**src/rtl/sram_scan_master.sv**
```systemverilog
// rtl/sram_scan_master.sv - parallel SRAM request to GPIO scan-chain initiator
module sram_scan_master #(
  parameter int ADDR_WIDTH  = 16,
  parameter int DATA_WIDTH  = 32,
  parameter int WMASK_WIDTH = 4,
  parameter int CLK_DIV     = 2
) (
  input  logic                   wb_clk_i,
  input  logic                   wb_rst_i,
  input  logic                   req_valid,
  output logic                   req_ready,
  input  logic [ADDR_WIDTH-1:0]  req_addr,
  input  logic [DATA_WIDTH-1:0]  req_wdata,
  input  logic [WMASK_WIDTH-1:0] req_wmask,
  input  logic                   req_web,
  output logic                   rsp_valid,
  output logic [DATA_WIDTH-1:0]  rsp_rdata,
  output logic                   gpio_clk,
  output logic                   gpio_in,
  output logic                   gpio_scan,
  output logic                   gpio_sram_load,
  output logic                   global_csb,
  input  logic                   gpio_out
);
  localparam int PKT_W = ADDR_WIDTH + DATA_WIDTH + WMASK_WIDTH + 2;
  localparam int RX_W  = DATA_WIDTH + WMASK_WIDTH + 2;
  localparam int CNT_W = $clog2(2 * CLK_DIV);
  localparam int BIT_W = $clog2(PKT_W);

  localparam logic [CNT_W-1:0] CNT_LAST   = CNT_W'(2 * CLK_DIV - 1);
  localparam logic [CNT_W-1:0] CNT_RISE   = CNT_W'(CLK_DIV);
  localparam logic [CNT_W-1:0] CNT_SAMPLE = CNT_W'(CLK_DIV - 1);
  localparam logic [BIT_W-1:0] BITS_PKT   = BIT_W'(PKT_W - 1);
  localparam logic [BIT_W-1:0] BITS_LOAD  = BIT_W'(1);

  typedef enum logic [2:0] {
    S_IDLE,
    S_SHIFT_IN,
    S_LOAD,
    S_SHIFT_OUT,
    S_DONE
  } state_t;

  state_t           state;
  logic [CNT_W-1:0] cnt;
  logic [CNT_W-1:0] cnt_nxt;
  logic [BIT_W-1:0] bits;
  logic [PKT_W-1:0] tx;
  logic [PKT_W-1:0] req_pkt;
  logic [RX_W-1:0]  rx;
  logic             is_read;
  logic             ready_q;
  logic             period_end;
  logic             clk_nxt;

  assign req_pkt    = {req_addr, req_wdata, 1'b0, req_web, req_wmask};
  assign req_ready  = ready_q & ~wb_rst_i;
  assign period_end = (cnt == CNT_LAST);
  assign cnt_nxt    = period_end ? '0 : cnt + CNT_W'(1);
  // gpio_clk is registered from the next phase position so it never glitches
  assign clk_nxt    = (cnt_nxt >= CNT_RISE);

  always_ff @(posedge wb_clk_i) begin
    if (wb_rst_i) begin
      state          <= S_IDLE;
      cnt            <= '0;
      bits           <= '0;
      tx             <= '0;
      rx             <= '0;
      is_read        <= 1'b0;
      ready_q        <= 1'b0;
      rsp_valid      <= 1'b0;
      rsp_rdata      <= '0;
      gpio_clk       <= 1'b0;
      gpio_in        <= 1'b0;
      gpio_scan      <= 1'b0;
      gpio_sram_load <= 1'b0;
      global_csb     <= 1'b1;
    end else begin
      rsp_valid <= 1'b0;
      case (state)
        S_IDLE: begin
          ready_q <= 1'b1;
          if (req_valid && req_ready) begin
            ready_q    <= 1'b0;
            state      <= S_SHIFT_IN;
            cnt        <= '0;
            bits       <= '0;
            tx         <= req_pkt << 1;
            gpio_in    <= req_pkt[PKT_W-1];
            gpio_scan  <= 1'b1;
            global_csb <= 1'b0;
            is_read    <= req_web;
          end
        end
        S_SHIFT_IN: begin
          cnt      <= cnt_nxt;
          gpio_clk <= clk_nxt;
          if (period_end) begin
            if (bits == BITS_PKT) begin
              state          <= S_LOAD;
              bits           <= '0;
              gpio_scan      <= 1'b0;
              gpio_in        <= 1'b0;
              gpio_sram_load <= 1'b1;
            end else begin
              bits    <= bits + BIT_W'(1);
              gpio_in <= tx[PKT_W-1];
              tx      <= tx << 1;
            end
          end
        end
        S_LOAD: begin
          cnt      <= cnt_nxt;
          gpio_clk <= clk_nxt;
          if (period_end) begin
            if (bits == BITS_LOAD) begin
              bits           <= '0;
              gpio_sram_load <= 1'b0;
              if (is_read) begin
                state     <= S_SHIFT_OUT;
                gpio_scan <= 1'b1;
              end else begin
                state     <= S_DONE;
                rsp_valid <= 1'b1;
                rsp_rdata <= '0;
              end
            end else begin
              bits <= bits + BIT_W'(1);
            end
          end
        end
        S_SHIFT_OUT: begin
          cnt      <= cnt_nxt;
          gpio_clk <= clk_nxt;
          // sample just before the chip shifts on the coming rising edge
          if (cnt == CNT_SAMPLE) begin
            rx <= {rx[RX_W-2:0], gpio_out};
          end
          if (period_end) begin
            if (bits == BITS_PKT) begin
              state     <= S_DONE;
              gpio_scan <= 1'b0;
              rsp_valid <= 1'b1;
              rsp_rdata <= rx[RX_W-1 -: DATA_WIDTH];
            end else begin
              bits <= bits + BIT_W'(1);
            end
          end
        end
        S_DONE: begin
          state      <= S_IDLE;
          cnt        <= '0;
          gpio_clk   <= 1'b0;
          global_csb <= 1'b1;
          ready_q    <= 1'b1;
        end
        default: begin
          state <= S_IDLE;
        end
      endcase
    end
  end
endmodule
```
**config.mk**
```make
export PLATFORM = sky130hd
export DESIGN_NAME = sram_scan_master
export DESIGN_NICKNAME = d
export VERILOG_FILES = /design/src/rtl/sram_scan_master.sv
export SDC_FILE = /design/constraint.sdc
export NUM_CORES = 1
export LEC_CHECK = 0
export CAP_MARGIN = 20
export CORE_MARGIN = 8
export CORE_UTILIZATION = 53
export CTS_CLUSTER_DIAMETER = 150
export DETAILED_ROUTE_END_ITERATION = 7
export PLACE_DENSITY = 0.9
export SETUP_SLACK_MARGIN = 0.3
export SYNTH_ARGS = -nofsm -noshare
export SYNTH_HDL_FRONTEND = slang
export SYNTH_SLANG_ARGS = --single-unit
```
**constraint.sdc**
```tcl
create_clock -name wb_clk_i -period 2.4 [get_ports wb_clk_i]
set_input_delay 0.36 -clock wb_clk_i [delete_from_list [all_inputs] [get_ports wb_clk_i]]
set_output_delay 0.36 -clock wb_clk_i [all_outputs]
set_load 0.1 [all_outputs]
```
==> results of run 1 <==
## routing by layer
| metal | track usage, % | vias up | share of wire [%] |
|---|---|---|---|
| met2 | 29.12 | 209 | 47 |
| met3 | 4.933 | 23 | 7.3 |
| met5 | 0 | - | 0 |
| met4 | 6.631 | 0 | 1.5 |
| met1 | 23.65 | 2467 | 45 |
| li1 | - | 2720 | - |
## final cells by class
type	instances	area share, %
clock inverters	14	1.647
inverters	8	0.4034
multi-input cells	534	37.14
flip-flops and latches	142	38.20
repair buffers	113	14.64
well taps	140	2.353
clock buffers	18	5.613
## per-stage QoR
step | util (%) | hold WS (ns) | instance area [µm²] | worst slack (ns)
floorplan | - | 0.4286 | 5871 | 0.5086
global placement | 63.33 | 0.4410 | 6865 | 0.3852
detailed placement | 63.33 | 0.4415 | 6865 | 0.3226
CTS | 68.32 | 0.2271 | 7406 | 0.3110
global route | 68.68 | 0.2436 | 7445 | 0.2607
finish | 68.68 | 0.2461 | 7445 | 0.3718
## worst max-delay path, stage by stage, from the launching register on
cell       delay (ns)
dfxtp_2          0.36
inv_1            0.06
ha_1             0.21
and4b_2          0.29
a31o_4           0.27
a2111oi_4        0.44
nand4b_1         0.15
a31oi_1          0.19
## worst max-delay path by stage
stage / from / to / slack (ns) / cells past startpoint
final: bits[1]$_SDFFE_PP0P_ / bits[3]$_SDFFE_PP0P_ / 0.37 / 7
after global routing: bits[1]$_SDFFE_PP0P_ / bits[2]$_SDFFE_PP0P_ / 0.26 / 7
after CTS: bits[1]$_SDFFE_PP0P_ / bits[0]$_SDFFE_PP0P_ / 0.31 / 7
after detailed placement: req_valid / tx[32]$_SDFFE_PP0P_ / 0.32 / 7
after global placement: bits[1]$_SDFFE_PP0P_ / bits[3]$_SDFFE_PP0P_ / 0.39 / 7
after floorplan: bits[1]$_SDFFE_PP0P_ / rsp_rdata[0]$_SDFFE_PP0P_ / 0.51 / 8
## Yosys cell counts, types with 2 or more instances
master / number / share of area (%)
nand3_1: 48 / 4.1
mux2i_1: 2 / 0.34
or3_1: 2 / 0.21
nand4b_1: 2 / 0.30
clkbuf_1: 41 / 2.6
ha_1: 4 / 0.85
nand2_1: 218 / 14
nor2_1: 70 / 4.5
nor3_1: 2 / 0.17
nand2b_1: 4 / 0.43
inv_1: 6 / 0.38
a31oi_1: 6 / 0.64
clkinv_1: 2 / 0.13
nand3b_1: 3 / 0.38
a311oi_1: 52 / 7.8
o21ai_0: 27 / 2.3
o31ai_1: 2 / 0.26
a21oi_1: 49 / 4.2
nor4_2: 2 / 0.43
o21a_1: 2 / 0.26
o21ai_1: 12 / 1.0
dfxtp_1: 142 / 48
buf_2: 19 / 1.6
and3_1: 4 / 0.43
## state kept, by name, indices dropped and copies added, names as in the netlist, 2 cells and up
register   cells
state          3
rx            38
bits           6
cnt            2
rsp_rdata     32
tx            53
## power groups by stage
stage / registers, mW / logic, mW / clock network [mW]
4_1_cts: 2.51 / 0.692 / 2.43
6_report: 2.51 / 0.711 / 2.40
2_1_floorplan: 2.58 / 0.431 / 0
5_1_grt: 2.52 / 0.772 / 2.54
3_3_place_gp: 2.56 / 0.672 / 0
3_5_place_dp: 2.56 / 0.684 / 0
## logic make-up after synthesis
group | after synthesis | synth area share [%]
AOI/OAI and AO/OA | 164 | 19.16
adders and majority gates | 4 | 0.8536
buffers and inverters | 70 | 5.079
DFF | 142 | 48.48
muxes | 2 | 0.3415
and+or+nand+nor | 364 | 26.08
## timing repair
| item | in CTS | in global routing |
|---|---|---|
| endpoints found under the setup margin | 0 | 62 |
| setup buffers | 0 | 0 |
| hold buffers | 0 | 0 |
| gates resized for setup | 0 | 4 |
| hold endpoints to repair | 0 | 0 |
==> key figures, run 1 <==
Cells and area
  • Register cell area after layout: 2844 µm²
  • Ratio of cells with drive above 1 in the final layout: 12.55%
  • Area growth, synth to finish: 26.97%
  • Area of the multi-input gates: 2765 µm²
  • Fillers: 887
  • Nets: 877
  • Commonest non-fill, non-tap cell in the layout: nand2_1
  • Diode count: 0
  • Commonest non-fill, non-tap cells in the layout: nand2_1 (217), dfxtp_1 (141), nor2_1 (70)
  • Post-Layout Cell Count: 969

STA
  • Sum Neg Setup Slack: 0 ns
  • Slew @ Worst Pin: 0.4852 ns
  • Max Freq: 0.4931 GHz
  • Clk_skew: 0.01637 ns
  • Hold Fails Final Rpt: 0
  • # setup viols final: 0
  • Slew headroom: 67.55%
  • Slew Viols, Final: 0
  • RSZ-0062 raised after global routing: true
  • Tcrit/Tclk final: 84.51%
  • Period minus WS final: 2.028 ns

Synth
  • Sequential share of the synthesized area: 48.48%
  • Area of the mapped netlist: 5863 µm²
  • Post-synth cell types: 49
  • YS warnings: 0
  • Synth Flop Type: dfxtp_1
  • Seq cells post-synth: 142
  • Post-synth EDFFs: 0
  • Net count after synthesis: 807
  • Mapped Cells: 746
  • Mean post-synth cell area: 7.859 µm²
  • Asr flop ratio synth: 0%

Detailed routing
  • Avg WL per Cell: 14.63 µm
  • DRT antenna net count: 0
  • # DRC: 0
  • Vias: 5419
  • Starting DRT DRC Count: 511
  • Final WL: 14.18 mm
  • First drt pass iteration count: 5
  • DR vias/cell: 5.592

Place
  • Hpwl dp: 8.730 mm
  • Final weighted congestion in routability-driven placement: 0.8455
  • Buffers added on ports: 95
  • Placed Cells incl. Taps: 936

GRT
  • Gr ovfl total: 0
  • Vias in the first global route: 4883
  • Initial antenna violation count: 0
  • Tot GR Track Use: 18.40%
  • Largest net degree at the start of global routing: 78
  • Global-route wire length before repair: 22.68 mm

Pwr
  • Power density over cell area: 755.3 nW/µm²
  • Part of the power in the clock network: 42.6%
  • Worst VDD drop: 485.2 µV
  • Int Pwr: 4.047 mW
  • P_sw: 1.576 mW
  • Combinational Power Share: 12.6%
  • Pwr Total: 5.623 mW
  • Switching Fraction: 28.04%
  • Reg power frac: 44.7%
  • Leakage power: 2.641 nW

Hold path
  • Hold Crit Depth: 2
  • Worst Hold Class: input port to flop
  • WHS Endpoint: cnt[0]$_SDFFE_PP0P_
  • Min-Delay Startpoint: wb_rst_i

Floorplanning
  • Row cnt: 38
  • Die footprint: 14680 µm²
  • Initial core utilization: 54.09%
  • Die Wd: 121.2 µm
  • Die Y: 121.2 µm
  • Core area: 10840 µm²
  • Io pins: 96

Clock tree
  • Clock latency on the worst-skew pair: 0.52 ns
  • Clock transition at path regs: 0.06 ns
  • CTS Buffer Depth: 2
  • Num CTS Buffers: 17
  • H-Tree Level Count: 4
  • Clock sinks: 142
  • CTS Root Cell: clkbuf_8
  • TritonCTS clock tree: yes

Worst setup path
  • Critical Path End Type: flop
  • Reg2Reg Depth: 7
  • Reg2reg start: bits[1]$_SDFFE_PP0P_
  • R2r setup slk: 0.37 ns
  • Crit path arrival time: 2.47 ns
  • Setup CP Type: flop to flop
  • CP max FO: 6
  • Startpoint Class: flop
  • Reg2reg end: bits[3]$_SDFFE_PP0P_
  • Critical Path RT: 2.84 ns

Run
  • Max-cap violations: 0

Status
  • Status: finished clean
Power figures use the tool's default switching activity.
==> inputs of run 2 (changes only) <==
Clock period 2.4 ns to 2.1 ns, I/O delays scaled along.
==> key figures, run 2 (same netlist as run 1, synthesis figures left out) <==
Status
  • Status: finished clean (unchanged)

Cells and area
  • Area growth, synth to finish: 40.14% (was 26.97%)
  • Commonest non-fill, non-tap cell in the layout: nand2_1 (unchanged)
  • Nets: 911 (was 877)
  • Diode count: 0 (unchanged)
  • Largest regs: tx: 53 flops, rx: 38 flops, rsp_rdata: 32 flops (unchanged)
  • Largest register by flop count: tx (unchanged)
  • Commonest non-fill, non-tap cells in the layout: nand2_1 (218), dfxtp_1 (139), nor2_1 (70) (was nand2_1 (217), dfxtp_1 (141), nor2_1 (70))
  • Largest register FFs: 53 (unchanged)
  • Post-route cell area: 8217 µm² (was 7445 µm²)
  • Ratio of cells with drive above 1 in the final layout: 20.16% (was 12.55%)

Worst setup path
  • Reg2reg end: tx[42]$_SDFFE_PP0P_ (was bits[3]$_SDFFE_PP0P_)
  • Slowest CP cell: dfxtp_2 (was a2111oi_4)
  • WP depth: 9 (was 7)
  • Family with the most delay on the worst path: compound AO/OA/AOI/OAI gates (unchanged)
  • Setup CP Type: flop to flop (unchanged)
  • Cell Chain, Critical Path: inv_2 -> ha_4 -> and4b_2 -> buf_6 -> a21oi_4 -> o21a_4 -> clkbuf_16 -> nor2_1 -> a311oi_1 (was inv_1 -> ha_1 -> and4b_2 -> a31o_4 -> a2111oi_4 -> nand4b_1 -> a31oi_1)
  • Startpoint Class: flop (unchanged)
  • Crit path arrival time: 2.41 ns (was 2.47 ns)
  • Critical Path End Type: flop (unchanged)
  • WP buf/inv: 3 (was 1)
  • CP max FO: 15 (was 6)
  • Max incr delay on CP: 0.33 ns (was 0.44 ns)
  • Critical Path RT: 2.50 ns (was 2.84 ns)
  • Reg2reg start: bits[1]$_SDFFE_PP0P_ (unchanged)
  • R2r setup slk: 0.09 ns (was 0.37 ns)
  • Reg2Reg Depth: 9 (was 7)

Floorplanning
  • Core area: 10840 µm² (unchanged)
  • Die Wd: 121.2 µm (unchanged)
  • Die Y: 121.2 µm (unchanged)
  • Initial core utilization: 54.09% (unchanged)
  • Die footprint: 14680 µm² (unchanged)
  • Io pins: 96 (unchanged)
  • Row cnt: 38 (unchanged)

Place
  • Buffers added on ports: 95 (unchanged)
  • Final weighted congestion in routability-driven placement: 0.8505 (was 0.8455)
  • Placed instance area: 6918 µm² (was 6865 µm²)
  • Hpwl dp: 8.923 mm (was 8.730 mm)

Clock tree
  • Clock sinks: 142 (unchanged)
  • TritonCTS clock tree: yes (unchanged)
  • Post-cts hold buffer count: 0 (unchanged)
  • Clock latency on the worst-skew pair: 0.52 ns (about the same)
  • CTS Buffer Depth: 2 (unchanged)
  • Clock transition at path regs: 0.06 ns (about the same)
  • Num CTS Buffers: 17 (unchanged)
  • H-Tree Level Count: 4 (unchanged)
  • CTS Root Cell: clkbuf_8 (unchanged)

Hold path
  • WHS Endpoint: is_read$_SDFFE_PP0P_ (was cnt[0]$_SDFFE_PP0P_)
  • Min-Delay Startpoint: wb_rst_i (unchanged)
  • Hold Crit Depth: 5 (was 2)
  • Worst Hold Class: input port to flop (unchanged)

Detailed routing
  • DR vias/cell: 5.984 (was 5.592)
  • # DRC: 0 (unchanged)
  • Starting DRT DRC Count: 655 (was 511)
  • First drt pass iteration count: 7 (was 5)
  • Avg WL per Cell: 17.78 µm (was 14.63 µm)
  • Vias: 6002 (was 5419)
  • DRT antenna net count: 0 (unchanged)
  • Final WL: 17.83 mm (was 14.18 mm)

STA
  • Slew headroom: 64.54% (was 67.55%)
  • Slew Viols, Final: 0 (unchanged)
  • Slew @ Worst Pin: 0.5319 ns (was 0.4852 ns)
  • Period minus WS final: 2.013 ns (was 2.028 ns)
  • RSZ-0062 raised after global routing: true (unchanged)
  • Hold slack final: 0.2870 ns (was 0.2461 ns)
  • # setup viols final: 0 (unchanged)
  • Hold Fails Final Rpt: 0 (unchanged)
  • Max Freq: 0.4966 GHz (was 0.4931 GHz)
  • Clk_skew: 0.01088 ns (was 0.01637 ns)
  • Tcrit/Tclk final: 95.88% (was 84.51%)

GRT
  • Routing usage on met2: 34.58% (was 29.12%)
  • Tot GR Track Use: 21.55% (was 18.40%)
  • Routing usage on met3: 6.003% (was 4.933%)
  • Largest net degree at the start of global routing: 55 (was 78)
  • GR Layer Usage met1: 27.04% (was 23.65%)
  • Initial antenna violation count: 0 (unchanged)
  • Most used routing layer: met2 (unchanged)
  • Global-route wire length before repair: 26.24 mm (was 22.68 mm)
  • Vias in the first global route: 5466 (was 4883)
  • Gr ovfl total: 0 (unchanged)

Run
  • Max-cap violations: 0 (unchanged)

Pwr
  • Leakage power: 2.988 nW (was 2.641 nW)
  • Worst VDD drop: 716.1 µV (was 485.2 µV)
  • Power density over cell area: 831.0 nW/µm² (was 755.3 nW/µm²)
## run 2: worst max path at each step
stage                     startpoint                     to
5_1_grt        state[1]$_SDFFE_PP0P_  state[0]$_SDFFE_PP0P_
3_3_place_gp               req_valid  state[1]$_SDFFE_PP0P_
3_5_place_dp               req_valid    tx[46]$_SDFFE_PP0P_
2_1_floorplan   bits[1]$_SDFFE_PP0P_   bits[3]$_SDFFE_PP0P_
4_1_cts         bits[1]$_SDFFE_PP0P_   bits[1]$_SDFFE_PP0P_
6_report        bits[1]$_SDFFE_PP0P_    tx[42]$_SDFFE_PP0P_
## run 2: layout make-up
| cell class | count | area (µm²) |
|---|---|---|
| multi-input cells | 534 | 2948 |
| flip-flops and latches | 142 | 2846 |
| fillers | 670 | 2624 |
| repair buffers | 147 | 1625 |
| clock buffers | 18 | 427.9 |
| well taps | 140 | 175.2 |
| clock inverters | 14 | 163.9 |
| inverters | 8 | 30.03 |
## run 2: where the power goes
part	switching (mW)	internal, mW
Combinational	0.549	0.402
Sequential	0.0763	2.80
Clock	1.33	1.68
Total	1.95	4.88
## run 2: stage by stage
step	TNS (ns)	worst slack, ns	util [%]	std cells	total power, mW
5_1_grt	0	0.04557	75.80	1003	7.058
3_5_place_dp	-0.009645	-0.009645	63.82	941	3.722
4_1_cts	0	0.1743	72.15	991	6.721
3_3_place_gp	0	0.1146	63.82	941	3.702
6_report	0	0.08650	75.80	1003	6.828
2_1_floorplan	0	0.2864	-	746	3.440
## run 2: worst register-to-register path, delay by kind of cell, from the launching register on
kind                     cells  cell delay [ns]
flip-flops                   1             0.33
buffers and inverters        3             0.40
AND/OR/NAND/NOR              2             0.31
adder cells (fa/ha/maj)      1             0.15
AO/OA/AOI/OAI                3             0.72
## run 2: timing repair
item | in CTS | in global routing
endpoints found under the setup margin | 91 | 94
pin swaps | 10 | 27
hold endpoints to repair | 0 | 0
gates cloned | 5 | 7
buffers inserted | 13 | 5
gates resized for setup | 19 | 44
## run 2: routing by layer
layer | share of wire (%) | wire [µm]
met1 | 39 | 6915
met2 | 49 | 8802
met3 | 8.8 | 1566
met4 | 3.1 | 548
met5 | 0 | 0
==> inputs of run 3 (changes only) <==
Settings changed: CORE_UTILIZATION 53 to 50, PLACE_DENSITY 0.9 to 0.87.
==> key figures, run 3 (same netlist as run 1, synthesis figures left out) <==
Detailed routing
  • Starting DRT DRC Count: 395 (was 655)
  • DR vias/cell: 5.784 (was 5.984)
  • # DRC: 0 (unchanged)
  • Final WL: 16.07 mm (was 17.83 mm)
  • DRT antenna net count: 0 (unchanged)
  • Vias: 5749 (was 6002)
  • First drt pass iteration count: 6 (was 7)
  • Avg WL per Cell: 16.16 µm (was 17.78 µm)

Status
  • Status: finished clean (unchanged)

GRT
  • Tot GR Track Use: 18.52% (was 21.55%)
  • Initial antenna violation count: 0 (unchanged)
  • Global-route wire length before repair: 24.56 mm (was 26.24 mm)
  • Vias in the first global route: 5227 (was 5466)
  • Gr ovfl total: 0 (unchanged)
  • Largest net degree at the start of global routing: 65 (was 55)

STA
  • Slew @ Worst Pin: 0.6167 ns (was 0.5319 ns)
  • Clk_skew: 0.008554 ns (was 0.01088 ns)
  • Slew headroom: 58.88% (was 64.54%)
  • # setup viols final: 0 (unchanged)
  • RSZ-0062 raised after global routing: true (unchanged)
  • Sum Neg Setup Slack: 0 ns (unchanged)
  • Slew Viols, Final: 0 (unchanged)
  • Period minus WS final: 1.845 ns (was 2.013 ns)
  • Max Freq: 0.5420 GHz (was 0.4966 GHz)
  • Tcrit/Tclk final: 87.86% (was 95.88%)
  • Hold Fails Final Rpt: 0 (unchanged)

Pwr
  • Power density over cell area: 840.2 nW/µm² (was 831.0 nW/µm²)
  • Leakage power: 2.875 nW (was 2.988 nW)
  • Int Pwr: 5.018 mW (was 4.876 mW)
  • Reg power frac: 42.0% (was 42.1%)
  • Switching Fraction: 26.59% (was 28.59%)
  • P_sw: 1.817 mW (was 1.952 mW)
  • Part of the power in the clock network: 44.9% (was 44.0%)
  • Pwr Total: 6.835 mW (was 6.828 mW)
  • Worst VDD drop: 753.4 µV (was 716.1 µV)
  • Combinational Power Share: 13.2% (was 13.9%)

Cells and area
  • Ratio of cells with drive above 1 in the final layout: 21.15% (was 20.16%)
  • Commonest non-fill, non-tap cells in the layout: nand2_1 (217), dfxtp_1 (137), nor2_1 (69) (was nand2_1 (218), dfxtp_1 (139), nor2_1 (70))
  • Area growth, synth to finish: 38.75% (was 40.14%)
  • Diode count: 0 (unchanged)
  • Nets: 899 (was 911)
  • Fillers: 783 (was 670)
  • Largest regs: tx: 53 flops, rx: 38 flops, rsp_rdata: 32 flops (unchanged)
  • Largest register by flop count: tx (unchanged)
  • Largest register FFs: 53 (unchanged)
  • Commonest non-fill, non-tap cell in the layout: nand2_1 (unchanged)

Clock tree
  • Post-cts hold buffer count: 0 (unchanged)
  • H-Tree Level Count: 4 (unchanged)
  • CTS Buffer Depth: 2 (unchanged)
  • CTS Root Cell: clkbuf_16 (was clkbuf_8)
  • Num CTS Buffers: 17 (unchanged)
  • Clock transition at path regs: 0.06 ns (about the same)
  • Clock sinks: 142 (unchanged)
  • Clock latency on the worst-skew pair: 0.43 ns (was 0.52 ns)
  • TritonCTS clock tree: yes (unchanged)

Worst setup path
  • Crit path arrival time: 2.20 ns (was 2.41 ns)
  • CP max FO: 8 (was 15)
  • R2r setup slk: 0.25 ns (was 0.09 ns)
  • Startpoint Class: flop (unchanged)
  • Max incr delay on CP: 0.33 ns (about the same)
  • Reg2reg end: rsp_rdata[2]$_SDFFE_PP0P_ (was tx[42]$_SDFFE_PP0P_)
  • Reg2reg start: bits[1]$_SDFFE_PP0P_ (unchanged)
  • Critical Path End Type: flop (unchanged)
  • Reg2Reg Depth: 9 (unchanged)
  • Setup CP Type: flop to flop (unchanged)
  • Cell Chain, Critical Path: inv_2 -> ha_4 -> and4b_2 -> and3_1 -> o211ai_4 -> buf_12 -> clkbuf_16 -> nand3_2 -> o21ai_1 (was inv_2 -> ha_4 -> and4b_2 -> buf_6 -> a21oi_4 -> o21a_4 -> clkbuf_16 -> nor2_1 -> a311oi_1)
  • Slowest CP cell: dfxtp_2 (unchanged)
  • Critical Path RT: 2.46 ns (was 2.50 ns)

Place
  • Hpwl dp: 9.004 mm (was 8.923 mm)
  • Buffers added on ports: 95 (unchanged)
  • Final weighted congestion in routability-driven placement: 0.8912 (was 0.8505)

Run
  • Max-cap violations: 0 (unchanged)

Floorplanning
  • Row cnt: 39 (was 38)
  • Io pins: 96 (unchanged)
  • Die Y: 124.3 µm (was 121.2 µm)
  • Core area: 11420 µm² (was 10840 µm²)
  • Die Wd: 124.3 µm (was 121.2 µm)
  • Die footprint: 15450 µm² (was 14680 µm²)
  • Initial core utilization: 51.35% (was 54.09%)

Hold path
  • Worst Hold Class: input port to flop (unchanged)
  • Min-Delay Startpoint: wb_rst_i (unchanged)
  • WHS Endpoint: rx[37]$_SDFFE_PP0P_ (was is_read$_SDFFE_PP0P_)
  • Hold Crit Depth: 2 (was 5)
==> run 3: cell types whose count changed in the layout (fill, tap and decap cells not counted), moves of 5 or more <==
cell and delta:
nand3_2 +20, buf_16 -5, o21ai_1 +15, nand3_1 -23, a311oi_1 +6, a311oi_2 -6, o21ai_0 -14, inv_8 -5
==> run 3: worst max path at each step <==
stage                               from                   endpoint  slack (ns)  cells after the start
floorplan           bits[1]$_SDFFE_PP0P_       bits[3]$_SDFFE_PP0P_        0.29                      8
global placement               req_valid      state[1]$_SDFFE_PP0P_        0.21                      6
detailed placement             req_valid      state[1]$_SDFFE_PP0P_        0.16                      6
CTS                 bits[1]$_SDFFE_PP0P_       bits[3]$_SDFFE_PP0P_        0.20                      7
global route        bits[1]$_SDFFE_PP0P_       bits[3]$_SDFFE_PP0P_        0.15                      7
finish              bits[1]$_SDFFE_PP0P_  rsp_rdata[2]$_SDFFE_PP0P_        0.25                      9
==> run 3: power by group through the flow <==
stage / combinational [mW] / clock (mW) / sequential (mW)
final: 0.899 / 3.07 / 2.87
after detailed placement: 0.803 / 0 / 2.92
after CTS: 0.840 / 3.08 / 2.86
after global routing: 0.972 / 3.24 / 2.88
after floorplan: 0.495 / 0 / 2.94
after global placement: 0.789 / 0 / 2.92
==> run 3: area by class of cell <==
class                      count  area (µm²)  area share (%)
tap                          143       178.9           2.199
sequential                   142        2854           35.08
multi-input combinational    534        3043           37.40
inverter                       8       30.03          0.3691
timing repair buffer         135        1424           17.50
clock inverter                13       152.6           1.876
clock buffer                  19       452.9           5.568
==> run 3: metal layers <==
metal / track usage (%) / vias to the layer above / share of wire (%)
li1: - / 2772 / -
met1: 22.73 / 2693 / 42
met2: 28.94 / 248 / 49
met3: 6.213 / 36 / 7.7
met4: 8.009 / 0 / 2.0
met5: 0 / - / 0
==> run 3: repair_timing <==
item	4_1_cts	5_1_grt
resized for setup	5	81
cloned	2	7
buffers inserted	4	5
pin swaps	4	35
setup endpoints to repair	53	96
==> run 3: critical path, delay by kind of cell (launching register included) <==
kind | cells | cell delay (ns)
AO/OA/AOI/OAI | 2 | 0.32
adder cells (fa/ha/maj) | 1 | 0.14
buffers and inverters | 3 | 0.38
flip-flops | 1 | 0.33
AND/OR/NAND/NOR | 3 | 0.59
==> run 3: metrics by stage <==
| stage | setup WS [ns] | cells | cell area, µm² | hold slack [ns] | utilization, % |
|---|---|---|---|---|---|
| global placement | 0.2087 | 944 | 6949 | 0.4397 | 60.86 |
| global route | 0.1550 | 994 | 8135 | 0.2183 | 71.25 |
| detailed placement | 0.1579 | 944 | 6949 | 0.4464 | 60.86 |
| CTS | 0.2050 | 982 | 7665 | 0.1985 | 67.13 |
| finish | 0.2549 | 994 | 8135 | 0.2179 | 71.25 |
| floorplan | 0.2864 | 746 | 5878 | 0.4286 | - |
